[config.mk]
export PLATFORM = sky130hd
export DESIGN_NAME = cla_slice_sequencer_flat
export DESIGN_NICKNAME = d
export VERILOG_FILES = /design/src/rtl/cla_slice_sequencer_if.sv /design/src/rtl/cla_slice_sequencer.sv /design/src/flat_wrapper.sv
export SDC_FILE = /design/constraint.sdc
export NUM_CORES = 1
export LEC_CHECK = 0
export ABC_CLOCK_PERIOD_IN_PS = 2500
export CAP_MARGIN = 10
export CORE_MARGIN = 3
export CORE_UTILIZATION = 55
export CTS_CLUSTER_SIZE = 16
export DETAILED_ROUTE_END_ITERATION = 8
export DONT_BUFFER_PORTS = 1
export MAX_ROUTING_LAYER = met4
export PLACE_DENSITY = 0.7
export SLEW_MARGIN = 20
export SYNTH_ARGS = -nofsm -noshare
export SYNTH_HDL_FRONTEND = slang
export SYNTH_SLANG_ARGS = --single-unit
[constraint.sdc]
create_clock -name clk -period 2.5 [get_ports clk]
set_clock_uncertainty 0.15 [all_clocks]
set_input_delay 0.375 -clock clk [delete_from_list [all_inputs] [get_ports clk]]
set_output_delay 0.375 -clock clk [all_outputs]
set_load 0.01 [all_outputs]
[src/rtl/cla_slice_sequencer_if.sv]
// cla_slice_sequencer_if
//   Operand/result bundle for cla_slice_sequencer.
//   Request side : in_valid, in_ready, a, b, cin, sub
//   Response side: out_valid, out_ready, sum, cout, overflow
//   master = producer/consumer (drives operands, accepts results)
//   slave  = the sequencer itself
interface cla_slice_sequencer_if #(
  parameter int WIDTH = 16
);
  logic             in_valid;
  logic             in_ready;
  logic [WIDTH-1:0] a;
  logic [WIDTH-1:0] b;
  logic             cin;
  logic             sub;
  logic             out_valid;
  logic             out_ready;
  logic [WIDTH-1:0] sum;
  logic             cout;
  logic             overflow;

  modport master (
    output in_valid, a, b, cin, sub, out_ready,
    input  in_ready, out_valid, sum, cout, overflow
  );

  modport slave (
    input  in_valid, a, b, cin, sub, out_ready,
    output in_ready, out_valid, sum, cout, overflow
  );
endinterface

[src/rtl/cla_slice_sequencer.sv]
// cla_slice_sequencer
//   Multi-cycle WIDTH-bit adder/subtractor that pushes the operands through a
//   single 4-bit carry-lookahead slice, one nibble per cycle, LSB nibble first.
//   The carry between nibbles lives in carry_reg.
// Ports
//   clk    : rising-edge clock
//   rst_n  : synchronous active-low reset
//   bus    : cla_slice_sequencer_if.slave (operand and result handshakes)
//   busy   : high while an operation is in RUN or DONE
// Parameter
//   WIDTH  : operand width, multiple of 4 and >= 4; must match the interface
module cla_slice_sequencer #(
  parameter int WIDTH = 16
) (
  input  logic                   clk,
  input  logic                   rst_n,
  cla_slice_sequencer_if.slave   bus,
  output logic                   busy
);

  localparam int SLICES = WIDTH / 4;
  localparam int IDXW   = (SLICES > 1) ? $clog2(SLICES) : 1;
  localparam logic [IDXW-1:0] LAST_IDX = IDXW'(SLICES - 1);

  localparam logic [1:0] ST_IDLE = 2'd0;
  localparam logic [1:0] ST_RUN  = 2'd1;
  localparam logic [1:0] ST_DONE = 2'd2;

  logic [1:0]       state_reg;
  logic [IDXW-1:0]  idx_reg;
  logic             carry_reg;
  logic [WIDTH-1:0] a_reg;
  logic [WIDTH-1:0] b_reg;      // already inverted for subtraction
  logic [WIDTH-1:0] sum_reg;
  logic             cout_reg;
  logic             overflow_reg;

  logic [3:0] nib_a;
  logic [3:0] nib_b;
  logic [3:0] g;
  logic [3:0] p;
  logic [4:0] c;
  logic [3:0] s;
  logic       last_nib;
  logic       overflow_next;

  // Current nibble of each operand
  assign nib_a = a_reg[4*idx_reg +: 4];
  assign nib_b = b_reg[4*idx_reg +: 4];

  // 4-bit carry-lookahead slice: every carry is a flat sum of products of
  // generate/propagate terms and the incoming carry.
  assign g = nib_a & nib_b;
  assign p = nib_a ^ nib_b;

  assign c[0] = carry_reg;
  assign c[1] = g[0] | (p[0] & c[0]);
  assign c[2] = g[1] | (p[1] & g[0]) | (p[1] & p[0] & c[0]);
  assign c[3] = g[2] | (p[2] & g[1]) | (p[2] & p[1] & g[0])
              | (p[2] & p[1] & p[0] & c[0]);
  assign c[4] = g[3] | (p[3] & g[2]) | (p[3] & p[2] & g[1])
              | (p[3] & p[2] & p[1] & g[0])
              | (p[3] & p[2] & p[1] & p[0] & c[0]);

  assign s = p ^ c[3:0];

  assign last_nib = (idx_reg == LAST_IDX);

  // On the final nibble, bit 3 of the slice operands are the operand sign bits
  assign overflow_next = (nib_a[3] == nib_b[3]) && (s[3] != nib_a[3]);

  always_ff @(posedge clk) begin
    if (!rst_n) begin
      state_reg    <= ST_IDLE;
      idx_reg      <= '0;
      carry_reg    <= 1'b0;
      a_reg        <= '0;
      b_reg        <= '0;
      sum_reg      <= '0;
      cout_reg     <= 1'b0;
      overflow_reg <= 1'b0;
    end else begin
      case (state_reg)
        ST_IDLE: begin
          if (bus.in_valid) begin
            a_reg     <= bus.a;
            b_reg     <= bus.sub ? ~bus.b : bus.b;
            // subtraction forces carry-in to 1 and ignores cin
            carry_reg <= bus.sub | bus.cin;
            idx_reg   <= '0;
            state_reg <= ST_RUN;
          end
        end
        ST_RUN: begin
          sum_reg[4*idx_reg +: 4] <= s;
          carry_reg               <= c[4];
          idx_reg                 <= idx_reg + IDXW'(1);
          if (last_nib) begin
            cout_reg     <= c[4];
            overflow_reg <= overflow_next;
            state_reg    <= ST_DONE;
          end
        end
        ST_DONE: begin
          if (bus.out_ready) begin
            state_reg <= ST_IDLE;
          end
        end
        default: state_reg <= ST_IDLE;
      endcase
    end
  end

  assign bus.in_ready  = (state_reg == ST_IDLE);
  assign bus.out_valid = (state_reg == ST_DONE);
  assign bus.sum       = sum_reg;
  assign bus.cout      = cout_reg;
  assign bus.overflow  = overflow_reg;
  assign busy          = (state_reg != ST_IDLE);

endmodule

[src/flat_wrapper.sv]
// flat-port wrapper written by rule: the top's interface ports become plain ports
module cla_slice_sequencer_flat 
#(
  parameter int WIDTH = 16
)
  (clk, rst_n, busy, bus_in_valid, bus_a, bus_b, bus_cin, bus_sub, bus_out_ready, bus_in_ready, bus_out_valid, bus_sum, bus_cout, bus_overflow);
  cla_slice_sequencer_if #(.WIDTH(WIDTH)) bus_i ();
  input  logic clk;
  input  logic rst_n;
  output logic busy;
  input wire logic [$bits(bus_i.in_valid)-1:0] bus_in_valid;
  input wire logic [$bits(bus_i.a)-1:0] bus_a;
  input wire logic [$bits(bus_i.b)-1:0] bus_b;
  input wire logic [$bits(bus_i.cin)-1:0] bus_cin;
  input wire logic [$bits(bus_i.sub)-1:0] bus_sub;
  input wire logic [$bits(bus_i.out_ready)-1:0] bus_out_ready;
  output wire logic [$bits(bus_i.in_ready)-1:0] bus_in_ready;
  output wire logic [$bits(bus_i.out_valid)-1:0] bus_out_valid;
  output wire logic [$bits(bus_i.sum)-1:0] bus_sum;
  output wire logic [$bits(bus_i.cout)-1:0] bus_cout;
  output wire logic [$bits(bus_i.overflow)-1:0] bus_overflow;
  assign bus_i.in_valid = bus_in_valid;
  assign bus_i.a = bus_a;
  assign bus_i.b = bus_b;
  assign bus_i.cin = bus_cin;
  assign bus_i.sub = bus_sub;
  assign bus_i.out_ready = bus_out_ready;
  assign bus_in_ready = bus_i.in_ready;
  assign bus_out_valid = bus_i.out_valid;
  assign bus_sum = bus_i.sum;
  assign bus_cout = bus_i.cout;
  assign bus_overflow = bus_i.overflow;
  cla_slice_sequencer #(.WIDTH(WIDTH)) u_core (.clk(clk), .rst_n(rst_n), .bus(bus_i), .busy(busy));
endmodule
### Word-level counts from Yosys, hierarchy flattened

Index checks and enable logic that the tools add are counted.

| storage, ports and cells | value |
|---|---|
| flip-flop bits (word level) | 55 |
| input port bits | 38 |
| output and inout port bits | 21 |

| cells by class | value |
|---|---|
| add/sub/neg operators | 2 |
| eq/ne operators | 8 |
| shift-type cells | 4 |
| multiplexer cells | 10 |
| bitwise gates (word level) | 31 |
| reductions and logical operators | 8 |

Operators by type and width:

| operator | count |
|---|---|
| $neg A4 Y34 | 1 |
| $shift A4 B34 Y16 const A | 1 |
| $shiftx A4 B34 Y16 | 1 |
| $shiftx A16 B5 Y4 | 2 |
| $and A1 B1 Y1 | 16 |
| $bwmux W16 | 1 |
| $mux W16 | 1 |
| $not A16 Y16 | 1 |
| $or A1 B1 Y1 | 11 |
| $mux W2 | 4 |
| $xor A4 B4 Y4 | 2 |
| $pmux W2 S3 | 1 |
| $reduce_and A2 Y1 | 3 |
| $and A4 B4 Y4 | 1 |
| $eq A2 B2 Y1 const B | 2 |
| $ne A2 B2 Y1 const B | 2 |
| $pmux W2 S2 | 1 |
| $reduce_bool A2 Y1 | 2 |
| $reduce_and A3 Y1 | 1 |
| $add A2 B1 Y2 const B | 1 |
| $eq A2 B1 Y1 const B | 1 |
| $logic_not A2 Y1 | 1 |
| $ne A2 B1 Y1 const B | 1 |
| $pmux W1 S2 | 1 |
| 4 further kinds | 4 |

### Longest topological paths before layout

| logic depth | value |
|---|---|
| word-level depth | 9 |
| mapped depth | 7 |

### Worst setup path before layout

No wires, ideal clock.

| path | value |
|---|---|
| kind | reg-to-reg |
| from | register u_core.idx_reg[0] |
| to | register u_core.sum_reg[14], in the netlist u_core.bus.sum[14] |
| arrival | 2.285 ns |
| data required time | 2.222 ns |
| path slack | -0.063 ns |
| stages on the path, launching flop included | 8 |
| buffers on the path | 1 |
| clock period less this slack | 2.563 ns |
| path through | dfxtp_1 > buf_4 > mux4_2 > ha_1 > a21o_1 > a211o_1 > a32oi_1 > nor2_1 |

| on the way | value |
|---|---|
| cells in the longest elaborated chain, start to end | 9 |
| elaborated cells on any way between the ends | 24 |
| classes of those cells | add/sub (1); shift (4); mux (1); bitwise (18) |

RTL lines:

| item | RTL line | source |
|---|---|---|
| start: declaration | cla_slice_sequencer.sv:30 | `logic [IDXW-1:0] idx_reg;` |
| start signal: assignment | cla_slice_sequencer.sv:97 | `idx_reg <= idx_reg + IDXW'(1);` |
| $shiftx A16 B5 Y4, on equally long branches | cla_slice_sequencer.sv:48, cla_slice_sequencer.sv:49 |  |
| $xor A4 B4 Y4 / $and A4 B4 Y4 (equally long branches) | cla_slice_sequencer.sv:54, cla_slice_sequencer.sv:53 |  |
| $and A1 B1 Y1, on equally long branches | cla_slice_sequencer.sv:59, cla_slice_sequencer.sv:60 |  |
| $or A1 B1 Y1, or another cell as far along | cla_slice_sequencer.sv:59 | `assign c[3] = g[2] \| (p[2] & g[1]) \| (p[2] & p[1] & g[0])` |
| $or A1 B1 Y1 / $and A1 B1 Y1 (equally long branches) | cla_slice_sequencer.sv:59, cla_slice_sequencer.sv:60 |  |
| $or A1 B1 Y1 | cla_slice_sequencer.sv:60 | `\| (p[2] & p[1] & p[0] & c[0]);` |
| $xor A4 B4 Y4 | cla_slice_sequencer.sv:65 | `assign s = p ^ c[3:0];` |
| $shiftx A4 B34 Y16 | cla_slice_sequencer.sv:95 | `sum_reg[4*idx_reg +: 4] <= s;` |
| $bwmux W16 (*) | cla_slice_sequencer.sv:95 |  |
| end signal: indexed assignment | cla_slice_sequencer.sv:95 |  |
| end: declaration | cla_slice_sequencer.sv:34 | `logic [WIDTH-1:0] sum_reg;` |

Every way passes the cells marked *; elsewhere a longest branch is shown, timed or not.
A chain may end at the register's enable or synchronous reset.

### Final worst setup path

| path | value |
|---|---|
| from | register u_core.idx_reg[0] |
| to | register u_core.sum_reg[9], in the netlist u_core.bus.sum[9] |

The elaborated chain is that of the path after synthesis.

==> impl_metrics.json <==
{
  "io_pins": 59,
  "antenna_found_initial": 0,
  "slowest_stage": "mux4_2",
  "r2r-start": "u_core.idx_reg[0]",
  "min_to": "u_core.a_reg[11]",
  "syn_inst": 275,
  "synth-simple-area-share": 0.186,
  "portBuffers": 0,
  "hold_depth": 2,
  "place.gp.congestion": 0.807,
  "path_max_fanout": 8,
  "final_area_sq_um": 2850,
  "worst_pin_slew_ns": 0.486,
  "wl_per_cell_microns": 15.0,
  "yosys_register_bits": 55,
  "max_freq_mhz": 426,
  "fill_cells": 418,
  "hold_violations": 0,
  "nets": 323,
  "clk_latency_ns": 0.30,
  "vias_per_cell": 5.66,
  "grt_pass1_wl_microns": 8500,
  "ys_seq_area_frac": 0.406,
  "cts_buffer_depth": 2,
  "crit_type": "flip-flop to flip-flop",
  "relSlewSlack": 0.674,
  "synth_fa_ha_area_frac": 0.0582,
  "final_util": 0.625,
  "maxCapViolCount": 0,
  "status": "completed",
  "yosys.cell_types.count": 39,
  "initial_utilization": 0.593,
  "tns_ns": 0,
  "layout-drive-gt1-share": 0.146,
  "gr-total-overflow": 0,
  "setup_ws_ns": 0.150,
  "hold_slack_ns": 0.0521,
  "synth.avg_cell_area_sq_um": 9.85,
  "setup_viol": 0,
  "reg2reg_slack_ns": 0.15,
  "pre_cts_slack_ns": -0.00740,
  "rows": 24,
  "syn_to_final_growth_pct": 5.36,
  "die-area_sq_um": 5800,
  "synth_nets": 325,
  "stdcell_count": 339,
  "end_kind": "flip-flop",
  "final_common_cell": "dfxtp_1",
  "cts_hold_buf": 0,
  "startpoint_type": "flip-flop",
  "track_usage": 0.184,
  "max_stage_delay_ns": 0.57,
  "grt_pass1_vias": 1774,
  "coreArea_sq_um": 4560,
  "r2r-end": "u_core.bus.sum[9]",
  "dr.pass1.iters": 4,
  "ctsRootBufferMaster": "clkbuf_8",
  "power_density_nw_per_um2": 596,
  "synth-compound-area-share": 0.170,
  "tritoncts": "yes",
  "layout_worst_path_cycle_share": 0.940,
  "cts.reportedPaths.clkPinSlew_ns": 0.09,
  "yosys_warnings": 0,
  "critPathTopFamily": "multiplexers",
  "numCtsBuffers": 5,
  "drtAntennaViolNets": 0,
  "drt_iter0_drc": 112,
  "dpl.cell_count": 328,
  "die_width_microns": 76.2,
  "synthMuxAreaShare": 0.0665,
  "dp_hpwl_microns": 3860,
  "peakVddDrop_uv": 321,
  "h-tree-depth": 2,
  "synthesis.area_sq_um": 2710,
  "hold_start": "bus_a[11]",
  "hold_path.class": "primary input to flip-flop",
  "p_leak_nw": 1.11,
  "fin_crit_ns": 2.35,
  "antenna_cells": 0,
  "crit_path_cell_trace": "mux4_2, buf_4, fa_1, xor2_1, a22oi_1, nor2_1",
  "rsz0062_at_grt": "false",
  "placed_area_sq_um": 2720,
  "p_total_mw": 1.70,
  "cp.required_ns": 2.59,
  "cts.sinks": 55,
  "synth_xor_area_frac": 0.0614,
  "cp.arrival_ns": 2.44,
  "rr_worst_depth": 6,
  "final_cell_mix": "dfxtp_1, nand2_1, nor2_1",
  "vias": 1918,
  "die_h_microns": 76.2,
  "grt_max_degree": 49,
  "cp-startpoint": "u_core.idx_reg[0]",
  "post-route-drc-count": 0,
  "maxSlewViolCount": 0,
  "cp_num_buf_inv": 1,
  "routed_wl_microns": 5100,
  "synth_top_family_by_area": "simple AND/OR/NAND/NOR gates"
}
==> layer usage <==
layer	GRT usage	wire length, microns	vias to the layer above
met3	0.0366	236	2
li1	-	-	974
met4	0.0489	27	0
met5	-	0	-
met1	0.233	2270	897
met2	0.301	2570	45
==> report_power, final <==
group / leakage, nW / switching, mW / internal (mW) / total (mW)
sequential: 0.451 / 0.0343 / 0.922 / 0.956
combinational: 0.608 / 0.157 / 0.129 / 0.287
clock: 0.0477 / 0.267 / 0.192 / 0.459
==> cell usage after synthesis, drive strengths merged <==
master,instances,area (sq um)
dfxtp,55,1100
nand2,40,150
nor2,31,116
a21oi,22,110
xnor2,18,158
a211oi,17,128
buf,12,92.6
ha,11,138
a22oi,8,60.1
mux4,8,180
o21ai,7,38.8
clkbuf,6,26.3
nand3,5,25.0
a32oi,4,35.0
inv,4,15.0
nand3b,4,80.1
nor4b,3,71.3
a211o,2,17.5
nand2b,2,12.5
o211ai,2,15.0
o41ai,2,25.0
a2111oi,1,8.76
a21o,1,7.51
a41oi,1,8.76
and2,1,8.76
and2b,1,7.51
clkinv,1,3.75
fa,1,20.0
nor2b,1,6.26
nor3,1,5.00
nor4,1,21.3
o21a,1,7.51
xor2,1,8.76
==> layout make-up <==
class | instances | area, sq um | share of cell area
multi-input cells | 197 | 1500 | 0.525
flip-flops and latches | 55 | 1100 | 0.387
well taps | 65 | 81.3 | 0.0285
clock buffers | 5 | 68.8 | 0.0241
repair buffers | 9 | 67.6 | 0.0237
inverters | 5 | 18.8 | 0.00658
clock inverters | 3 | 15.0 | 0.00526
==> logic make-up after synthesis <==
logic type               count (synthesis)
XOR/XNOR                                19
AND/OR/NAND/NOR                         90
flip-flops                              55
buffers and inverters                   23
adder cells (fa/ha/maj)                 12
AO/OA/AOI/OAI                           68
multiplexers                             8
==> how the worst max path moves through the flow <==
stage,end,slack [ns],depth (start not counted)
4_1_cts,u_core.bus.sum[14],0.003,6
6_report,u_core.bus.sum[9],0.15,6
2_1_floorplan,u_core.bus.sum[14],0.05,7
3_3_place_gp,u_core.bus.sum[15],0.08,6
3_5_place_dp,u_core.bus.sum[11],-0.007,6
5_1_grt,u_core.carry_reg,0.005,6
==> worst reg2reg max path, stage by stage (launching register included) <==
cell     delay [ns]
dfxtp_4        0.44
mux4_2         0.57
buf_4          0.17
fa_1           0.40
xor2_1         0.35
a22oi_1        0.12
nor2_1         0.09
==> timing repair <==
action	in CTS	in global routing
endpoints found under the hold margin	0	0
setup buffers	0	3
resized for setup	1	3
setup endpoints to repair	4	11
No activity file was read; power rests on OpenSTA's default activity.
